File: config.mk
export PLATFORM = sky130hd
export DESIGN_NAME = therm_code_monitor
export DESIGN_NICKNAME = d
export VERILOG_FILES = /design/src/rtl/therm_mon_pkg.sv /design/src/rtl/therm_code_monitor_decode.sv /design/src/rtl/therm_code_monitor.sv
export SDC_FILE = /design/constraint.sdc
export NUM_CORES = 1
export LEC_CHECK = 0
export BUFFER_PORTS_ARGS = -buffer_cell sky130_fd_sc_hd__buf_2
export CELL_PAD_IN_SITES_DETAIL_PLACEMENT = 1
export CELL_PAD_IN_SITES_GLOBAL_PLACEMENT = 2
export CORE_MARGIN = 1
export CORE_UTILIZATION = 34
export CTS_CLUSTER_DIAMETER = 30
export DETAILED_ROUTE_END_ITERATION = 6
export GPL_TIMING_DRIVEN = 0
export HOLD_SLACK_MARGIN = 0.08
export PLACE_DENSITY = 0.87
export SLEW_MARGIN = 10
export SYNTH_ARGS = -nofsm -noshare
export SYNTH_HDL_FRONTEND = slang
export SYNTH_HIERARCHICAL = 1
export SYNTH_SLANG_ARGS = --single-unit
File: constraint.sdc
create_clock -name clk -period 6.8 [get_ports clk]
set_input_delay 1.36 -clock clk [delete_from_list [all_inputs] [get_ports clk]]
set_output_delay 1.36 -clock clk [all_outputs]
set_load 0.005 [all_outputs]
File: src/rtl/therm_mon_pkg.sv
// Shared types and helpers for the thermometer-code monitor.
package therm_mon_pkg;

   typedef enum logic [1:0] {
      IDLE  = 2'd0,
      TRACK = 2'd1,
      FAULT = 2'd2
   } mon_state_t;

   // Bits needed to hold a level in 0..width inclusive.
   function automatic int lvl_w(input int width);
      return $clog2(width + 1);
   endfunction

endpackage

File: src/rtl/therm_code_monitor_decode.sv
// Combinational thermometer-code decoder: validity, extremes and popcount level.
module therm_decode
   import therm_mon_pkg::*;
#(
   parameter int WIDTH = 16
) (
   input  logic [WIDTH-1:0]           in_code,
   output logic                       therm_ok,
   output logic                       all_ones,
   output logic                       all_zeros,
   output logic [lvl_w(WIDTH)-1:0]    level
);

   localparam int LW = lvl_w(WIDTH);

   // A set bit sitting above a clear bit breaks the fill-from-bit-0 rule.
   assign therm_ok  = ~|(in_code[WIDTH-1:1] & ~in_code[WIDTH-2:0]);
   assign all_ones  = &in_code;
   assign all_zeros = ~|in_code;

   always_comb begin
      level = '0;
      for (int i = 0; i < WIDTH; i++) begin
         level = level + LW'(in_code[i]);
      end
   end

endmodule

File: src/rtl/therm_code_monitor.sv
// Thermometer-code monitor: decodes each sample, tracks the last good level,
// counts bad samples and latches FAULT after FAULT_THR consecutive bad ones.
module therm_code_monitor
   import therm_mon_pkg::*;
#(
   parameter int WIDTH     = 16,
   parameter int CNT_W     = 8,
   parameter int FAULT_THR = 3,
   parameter int MAX_STEP  = WIDTH
) (
   input  logic                       clk,
   input  logic                       rst_n,
   input  logic                       in_valid,
   input  logic [WIDTH-1:0]           in_code,
   input  logic                       clr,
   output logic                       out_valid,
   output logic                       therm_ok,
   output logic                       all_ones,
   output logic                       all_zeros,
   output logic [lvl_w(WIDTH)-1:0]    level,
   output logic                       step_err,
   output logic [CNT_W-1:0]           err_cnt,
   output logic                       sticky_err,
   output logic                       fault
);

   localparam int LW = lvl_w(WIDTH);

   mon_state_t       state;
   logic [LW-1:0]    prev_level;
   logic [LW-1:0]    dec_level;
   logic [LW-1:0]    diff;
   logic             dec_ok, dec_ones, dec_zeros, dec_step, dec_bad;
   logic [CNT_W-1:0] consec, consec_nxt, err_nxt;

   therm_decode #(.WIDTH(WIDTH)) u_decode (
      .in_code   (in_code),
      .therm_ok  (dec_ok),
      .all_ones  (dec_ones),
      .all_zeros (dec_zeros),
      .level     (dec_level)
   );

   // No reference level exists in IDLE, so the step check is suppressed there.
   always_comb begin
      diff       = (dec_level >= prev_level) ? (dec_level - prev_level) : (prev_level - dec_level);
      dec_step   = dec_ok && (state != IDLE) && (int'(diff) > MAX_STEP);
      dec_bad    = !dec_ok || dec_step;
      consec_nxt = (&consec)  ? consec  : consec  + CNT_W'(1);
      err_nxt    = (&err_cnt) ? err_cnt : err_cnt + CNT_W'(1);
   end

   assign fault = (state == FAULT);

   always_ff @(posedge clk) begin
      if (!rst_n) begin
         state      <= IDLE;
         prev_level <= '0;
         consec     <= '0;
         out_valid  <= 1'b0;
         therm_ok   <= 1'b0;
         all_ones   <= 1'b0;
         all_zeros  <= 1'b0;
         level      <= '0;
         step_err   <= 1'b0;
         err_cnt    <= '0;
         sticky_err <= 1'b0;
      end else if (clr) begin
         state      <= IDLE;
         prev_level <= '0;
         consec     <= '0;
         out_valid  <= 1'b0;
         err_cnt    <= '0;
         sticky_err <= 1'b0;
      end else begin
         out_valid <= in_valid;
         if (in_valid) begin
            therm_ok  <= dec_ok;
            all_ones  <= dec_ones;
            all_zeros <= dec_zeros;
            step_err  <= dec_step;
            level     <= dec_ok ? dec_level : prev_level;
            if (dec_bad) begin
               err_cnt    <= err_nxt;
               sticky_err <= 1'b1;
               consec     <= consec_nxt;
               if (state == TRACK && int'(consec_nxt) >= FAULT_THR) begin
                  state <= FAULT;
               end
            end else begin
               prev_level <= dec_level;
               consec     <= '0;
               if (state == IDLE) begin
                  state <= TRACK;
               end
            end
         end
      end
   end

endmodule

**Yosys cells after proc, flatten, opt, wreduce, memory -nomap -nowiden**

Index checks and enable logic that the tools add are counted.

- Output and inout port bits: 20
- Logic and storage cells: 69
- Flip-flop bits (word level): 34
- Bits of input ports: 20

- Add/subtract/negate cells: 19
- $lt $le $gt $ge: 3
- Mux-type cells: 7
- Reduce and logical (&&, ||, !) cells: 20
- Bitwise operators: 6
- Eq/ne operators: 3

Operators with widths:

| kind | count |
|---|---|
| $add A5 B1 Y5 | 14 |
| $add A8 B1 Y8 const B | 2 |
| $mux W8 | 2 |
| $reduce_and A16 Y1 | 1 |
| $reduce_and A8 Y1 | 2 |
| $reduce_or A16 Y1 | 1 |
| $and A15 B15 Y15 | 1 |
| $not A15 Y15 | 1 |
| $reduce_or A15 Y1 | 1 |
| $mux W5 | 2 |
| $sub A5 B5 Y5 | 2 |
| $ge A8 B2 Y1 const B | 1 |
| $mux W2 | 3 |
| $reduce_and A2 Y1 | 3 |
| $reduce_and A3 Y1 | 2 |
| $ge A5 B5 Y1 | 1 |
| $gt A5 B5 Y1 const B | 1 |
| $not A1 Y1 | 4 |
| $reduce_bool A2 Y1 | 2 |
| $logic_and A1 B1 Y1 | 3 |
| $add A1 B1 Y2 | 1 |
| $eq A2 B1 Y1 const B | 1 |
| $eq A2 B2 Y1 const B | 1 |
| $logic_not A1 Y1 | 2 |
| 4 further kinds | 4 |

**Depth between registers and ports, before layout**

- Word-level depth: 22
- Depth in mapped cells: 22
- Mapped depth without buffers: 21

**Modules after synthesis**

Netlist, hierarchy kept.

Modules (own cells, without submodules):

| module | seq. area each (µm²) | times used | area an instance (µm²) | cells each |
|---|---|---|---|---|
| therm_code_monitor | 680.7 | 1 | 2,182.1 | 258 |
| therm_decode | 0.0 | 1 | 593.1 | 76 |

**Least setup slack after synthesis**

No wires, ideal clock.

- Path kind: input-to-reg
- From: input in_code[0]
- To: register consec[1]
- Cell stages on the path: 20
- Required time: 6.685 ns
- Library setup time: 0.115 ns
- Arrival time: 5.939 ns
- Path slack: 0.745 ns
- Buffers on the path: 1
- Cell sequence: inv_1 fa_1 fa_1 fa_1 fa_1 inv_1 ha_1 inv_1 fa_1 inv_1 inv_1 fa_1 nand2b_1 a21oi_1 mux2i_1 a221oi_2 nand3b_4 or2_1 buf_6 and3_1

- Longest elaborated chain between the ends: 21
- Elaborated cells on any way between the ends: 28
- Classes of those cells: 17 x add/sub; 2 x order compare; 2 x mux; 2 x bitwise; 5 x reduce/logical

RTL lines:

| item | line | RTL |
|---|---|---|
| start: declaration | therm_code_monitor.sv:14 | `input logic [WIDTH-1:0] in_code,` |
| $add A1 B1 Y2 (*) | therm_code_monitor_decode.sv:24 | `level = level + LW'(in_code[i]);` |
| $add A5 B1 Y5 (*) (14 in a row) | therm_code_monitor_decode.sv:24 |  |
| named net dec_level[1] | therm_code_monitor.sv:31 | `logic [LW-1:0] dec_level;` |
| $sub A5 B5 Y5 / $ge A5 B5 Y1 (equally long branches) | therm_code_monitor.sv:46 | `diff = (dec_level >= prev_level) ? (dec_level - prev_level) : (prev_level - dec_level);` |
| $mux W5 (*) | therm_code_monitor.sv:46 |  |
| $gt A5 B5 Y1 (*) | therm_code_monitor.sv:47 | `dec_step = dec_ok && (state != IDLE) && (int'(diff) > MAX_STEP);` |
| $logic_and A1 B1 Y1 (*) | therm_code_monitor.sv:47 |  |
| $logic_or A1 B1 Y1 (*) | therm_code_monitor.sv:48 | `dec_bad = !dec_ok \|\| dec_step;` |
| $mux W8 (*) | therm_code_monitor.sv:83 | `if (dec_bad) begin` |
| end signal: assignment | therm_code_monitor.sv:86 | `consec <= consec_nxt;` |
| end: declaration | therm_code_monitor.sv:34 | `logic [CNT_W-1:0] consec, consec_nxt, err_nxt;` |

The timed path passes the listed nets; every way through them passes the cells marked *.
A chain may end at the register's enable or synchronous reset.

**Final worst setup path**

- From: input in_code[5]
- To: register prev_level[1]

- Longest elaborated chain between the ends: 18
- Elaborated cells on any way between the ends: 25
- Classes of those cells: 13 x add/sub; 2 x order compare; 1 x mux; 3 x bitwise; 6 x reduce/logical

RTL lines:

| item | line | RTL |
|---|---|---|
| $add A5 B1 Y5 (*) (11 in a row) | therm_code_monitor_decode.sv:24 |  |
| named net dec_level[1] | therm_code_monitor.sv:31 |  |
| $sub A5 B5 Y5 / $ge A5 B5 Y1 (equally long branches) | therm_code_monitor.sv:46 |  |
| $mux W5 | therm_code_monitor.sv:46 |  |
| $gt A5 B5 Y1 | therm_code_monitor.sv:47 |  |
| $logic_and A1 B1 Y1 | therm_code_monitor.sv:47 |  |
| $logic_or A1 B1 Y1 | therm_code_monitor.sv:48 |  |
| $not A1 Y1 (no line) | n/a |  |
| $reduce_and A2 Y1 (no line) | n/a |  |
| end signal: assignment | therm_code_monitor.sv:91 | `prev_level <= dec_level;` |
| end: declaration | therm_code_monitor.sv:30 | `logic [LW-1:0] prev_level;` |

Marks and branches as above.

==> summary.txt <==
Global route
  – Initial antenna violation count: 0
  – Grt ovf: 0
  – Largest net degree at the start of global routing: 12
  – First-pass GRT wire length: 12,600 um
  – GRT Total Usage: 18.3%
  – Vias in the first global route: 2,670

Worst hold path
  – Worst Hold Depth: 1
  – HP Class: reg2reg

Setup path
  – CP required: 7000 ps
  – Buf/Inv on CP: 7
  – Critical path class: in2reg
  – Nature of the critical path endpoint: flip-flop
  – Worst Path Arrival: 6540 ps
  – Cell mode on critical path: fa_1
  – Worst R2R Path Depth: 11
  – Top delay family on crit path: adder cells
  – Slowest cell on crit path: fa_1
  – Max incr delay on CP: 560 ps
  – Crit path launch type: input port
  – Crit-path cells: buf_2 > inv_1 > fa_1 > fa_1 > fa_1 > fa_1 > inv_1 > ha_1 > inv_1 > fa_1 > inv_1 > inv_1 > fa_1 > nand2b_1 > a21oi_1 > mux2i_1 > a221oi_2 > nand3b_4 > or2_1 > buf_6 > o31ai_2
  – Reg-to-reg slack, setup: 4140 ps
  – Worst Path Max Fanout: 8
  – Crit path depth: 21

Timing
  – Fin crit share: 93.3%
  – Slew Limit Fails: 0
  – Final TNS setup: 0 ps
  – Fin crit period: 6340 ps
  – Least-Margin Pin Slew: 653 ps
  – Final setup viols: 0
  – Worst clock skew: 5.61 ps
  – Worst rel slew slack: 56.2%
  – Hold Vio Cnt, Final: 0
  – Unrepaired setup endpoints after global routing: no
  – Max Freq: 158 MHz
  – Fin Hold WS: 474 ps

Route
  – Drt pass-1 iters: 4
  – Metal3 WL: 155 um
  – Post-route ant nets: 0
  – Final WL: 7380 um
  – Wire per inst: 15.3 um
  – Via Count: 2,562
  – Met2 wire length: 3760 um
  – Top Layer Used: met4
  – DRC violations left: 0
  – DRT iter0 DRCs: 94
  – Vias per cell: 5.32
  – Metal1 wirelength: 3380 um

Layout
  – Share of post-route cells with drive strength above 1: 18.9%
  – Register Area: 681 um2
  – Layout net count: 429
  – Number of fill cells: 1,001
  – Multi-input gate area: 1860 um2
  – Post-route cell area: 3200 um2
  – N_diodes: 0
  – Layout area overhead: 15.4%

Place
  – DP Area: 3090 um2
  – Final Wtd Congestion: 0.835
  – Post-detail-place hpwl: 5940 um
  – I/O Buffers: 38

Synthesis
  – EDFF count, synth: 0
  – Avg Inst Size Synth: 8.31 um2
  – Synth Cell Area: 2780 um2
  – Synth Area in Adders: 16.8%
  – Synth warn: 6
  – Synth top area share: 24.5%
  – Post-Synth Simple-Gate Area: 21.8%
  – Cell taking the most area after synthesis: dfxtp_1
  – Async S/R FF share, synth: 0%
  – Mapped Cells: 334
  – Mux contribution to synthesized area: 2.16%
  – Synth Flop Type: dfxtp_1
  – Sequential area share after synthesis: 24.5%
  – Post-Synth XOR/XNOR Area: 1.58%
  – Largest family of logic cells by synthesized area: compound AO/OA/AOI/OAI gates
  – Syn Nets: 384
  – Synth Area in Compound Gates: 24.8%
  – Synthesized flop and latch total: 34
  – Synth unique cells: 53
  – Synth top area cells: dfxtp_1 (25%), fa_1 (8.7%), ha_1 (8.1%), inv_1 (5.3%), nand2_1 (4.3%)

Clock network
  – Clk sinks: 34
  – Worst-Skew Late Latency: 280 ps
  – Max clock buf depth: 2
  – Num CTS Buffers: 5
  – Clk Tree Root Cell: clkbuf_8
  – Post_cts resized: 0
  – Post-CTS Hold Buffers: 0
  – Post-CTS setup buffers: 0
  – H-tree levels: 2
  – CTS tree: done
  – Clock transition at the registers of the reported paths: 70 ps

Die
  – Site Rows: 32
  – Die X-Extent: 92.3 um
  – # IOs: 40
  – Die area: 8530 um2
  – CORE AREA: 7810 um2
  – Die Y: 92.3 um
  – Starting Density: 35.5%

Job
  – Max-cap viol count: 0

Power and ir drop
  – Peak VDD IR: 0.140 mV
  – Tot Pwr: 0.971 mW
  – Power per Cell Area: 303 nW/um2
  – Leak pwr: 1.46 nW

Outcome
  – Status: complete, no violations
[logic make-up after synthesis]
| kind of cell | count (synthesis) |
|---|---|
| buf+inv | 55 |
| flops | 34 |
| xor+xnor | 5 |
| simple gates | 113 |
| fa+ha+maj | 30 |
| mux | 6 |
| compound gates | 91 |
[worst reg2reg max path: stages, from the launching register on]
cell and delay (ps):
dfxtp_1 370, inv_1 80, ha_1 230, fa_1 400, nand2b_1 150, a21oi_1 260
nor4b_4 90, o221ai_4 260, nand3b_4 170, or2_1 260, buf_6 140, o31ai_2 180
[Yosys cell counts (3+ instances only)]
cell type / number
a211oi_2: 4
a21oi_1: 21
a31oi_1: 7
and2_1: 6
and3_1: 8
clkbuf_1: 9
dfxtp_1: 34
fa_1: 12
ha_1: 18
inv_1: 39
mux2i_1: 6
nand2_1: 32
nand2b_1: 7
nand3_1: 10
nand4_1: 4
nor2_1: 21
nor2b_1: 5
nor3_1: 5
nor4_1: 3
o211a_1: 6
o211ai_1: 11
o21ai_0: 13
o21ai_1: 4
o21ai_2: 4
o31ai_2: 4
xnor2_1: 3
[path summary, 6_finish.rpt]
kind / from / end
min: sticky_err / sticky_err
max reg2reg: prev_level[0] / prev_level[1]
min reg2reg: sticky_err / sticky_err
max: in_code[5] / prev_level[1]
[layer usage]
layer,track usage [%],up-vias
met4,3.91,0
met2,33.6,40
met3,2.13,10
met5,0,-
li1,-,1265
met1,22.6,1247
[metrics by stage]
stage,util [%],setup WS [ps],instances
6_report,41.0,455,482
5_1_grt,41.0,176,482
4_1_cts,41.0,401,482
3_5_place_dp,39.6,120,474
3_3_place_gp,39.6,256,474
2_1_floorplan,-,745,334
[cells in the final DEF, fill, tap and decap left out, types with 3 or more instances in the layout]
cell      synthesis  final
o31ai_2           4      4
o211ai_1         11     11
nand3_1          10     10
a211oi_2          4      4
nand2_1          32     32
and3_1            8      8
o211a_1           6      6
mux2i_1           6      6
nor2b_1           5      5
o21ai_2           4      4
a31oi_1           7      7
nor3_1            5      5
nand4_1           4      4
xnor2_1           3      3
and2_1            6      6
fa_1             12     12
o21ai_1           4      4
inv_1            39     39
nor2_1           21     21
a21oi_1          21     21
nor4_1            3      3
buf_2             2     40
clkbuf_1          9      9
ha_1             18     18
o21ai_0          13     13
nand2b_1          7      7
clkbuf_8          0      5
dfxtp_1          34     34
[area by class of cell]
class	count	area share, %
buffer	16	2.66
tap	102	3.99
inverter	39	4.57
timing repair buffer	38	5.94
clock inverter	3	1.25
sequential	34	21.3
clock buffer	5	2.15
multi-input combinational	245	58.2
[sequential cells by signal, summed over array words and instances, names as in the netlist, 2 cells and up]
signal and count:
level 5, state 2, err_cnt 8, prev_level 5, consec 8
[power by group]
group / switching [mW] / leakage [nW] / total [mW] / internal (mW)
Combinational: 0.354 / 1.13 / 0.582 / 0.228
Sequential: 0.00234 / 0.275 / 0.205 / 0.202
Clock: 0.0761 / 0.0579 / 0.184 / 0.108
Note: power is estimated with default switching activity, not from simulation.
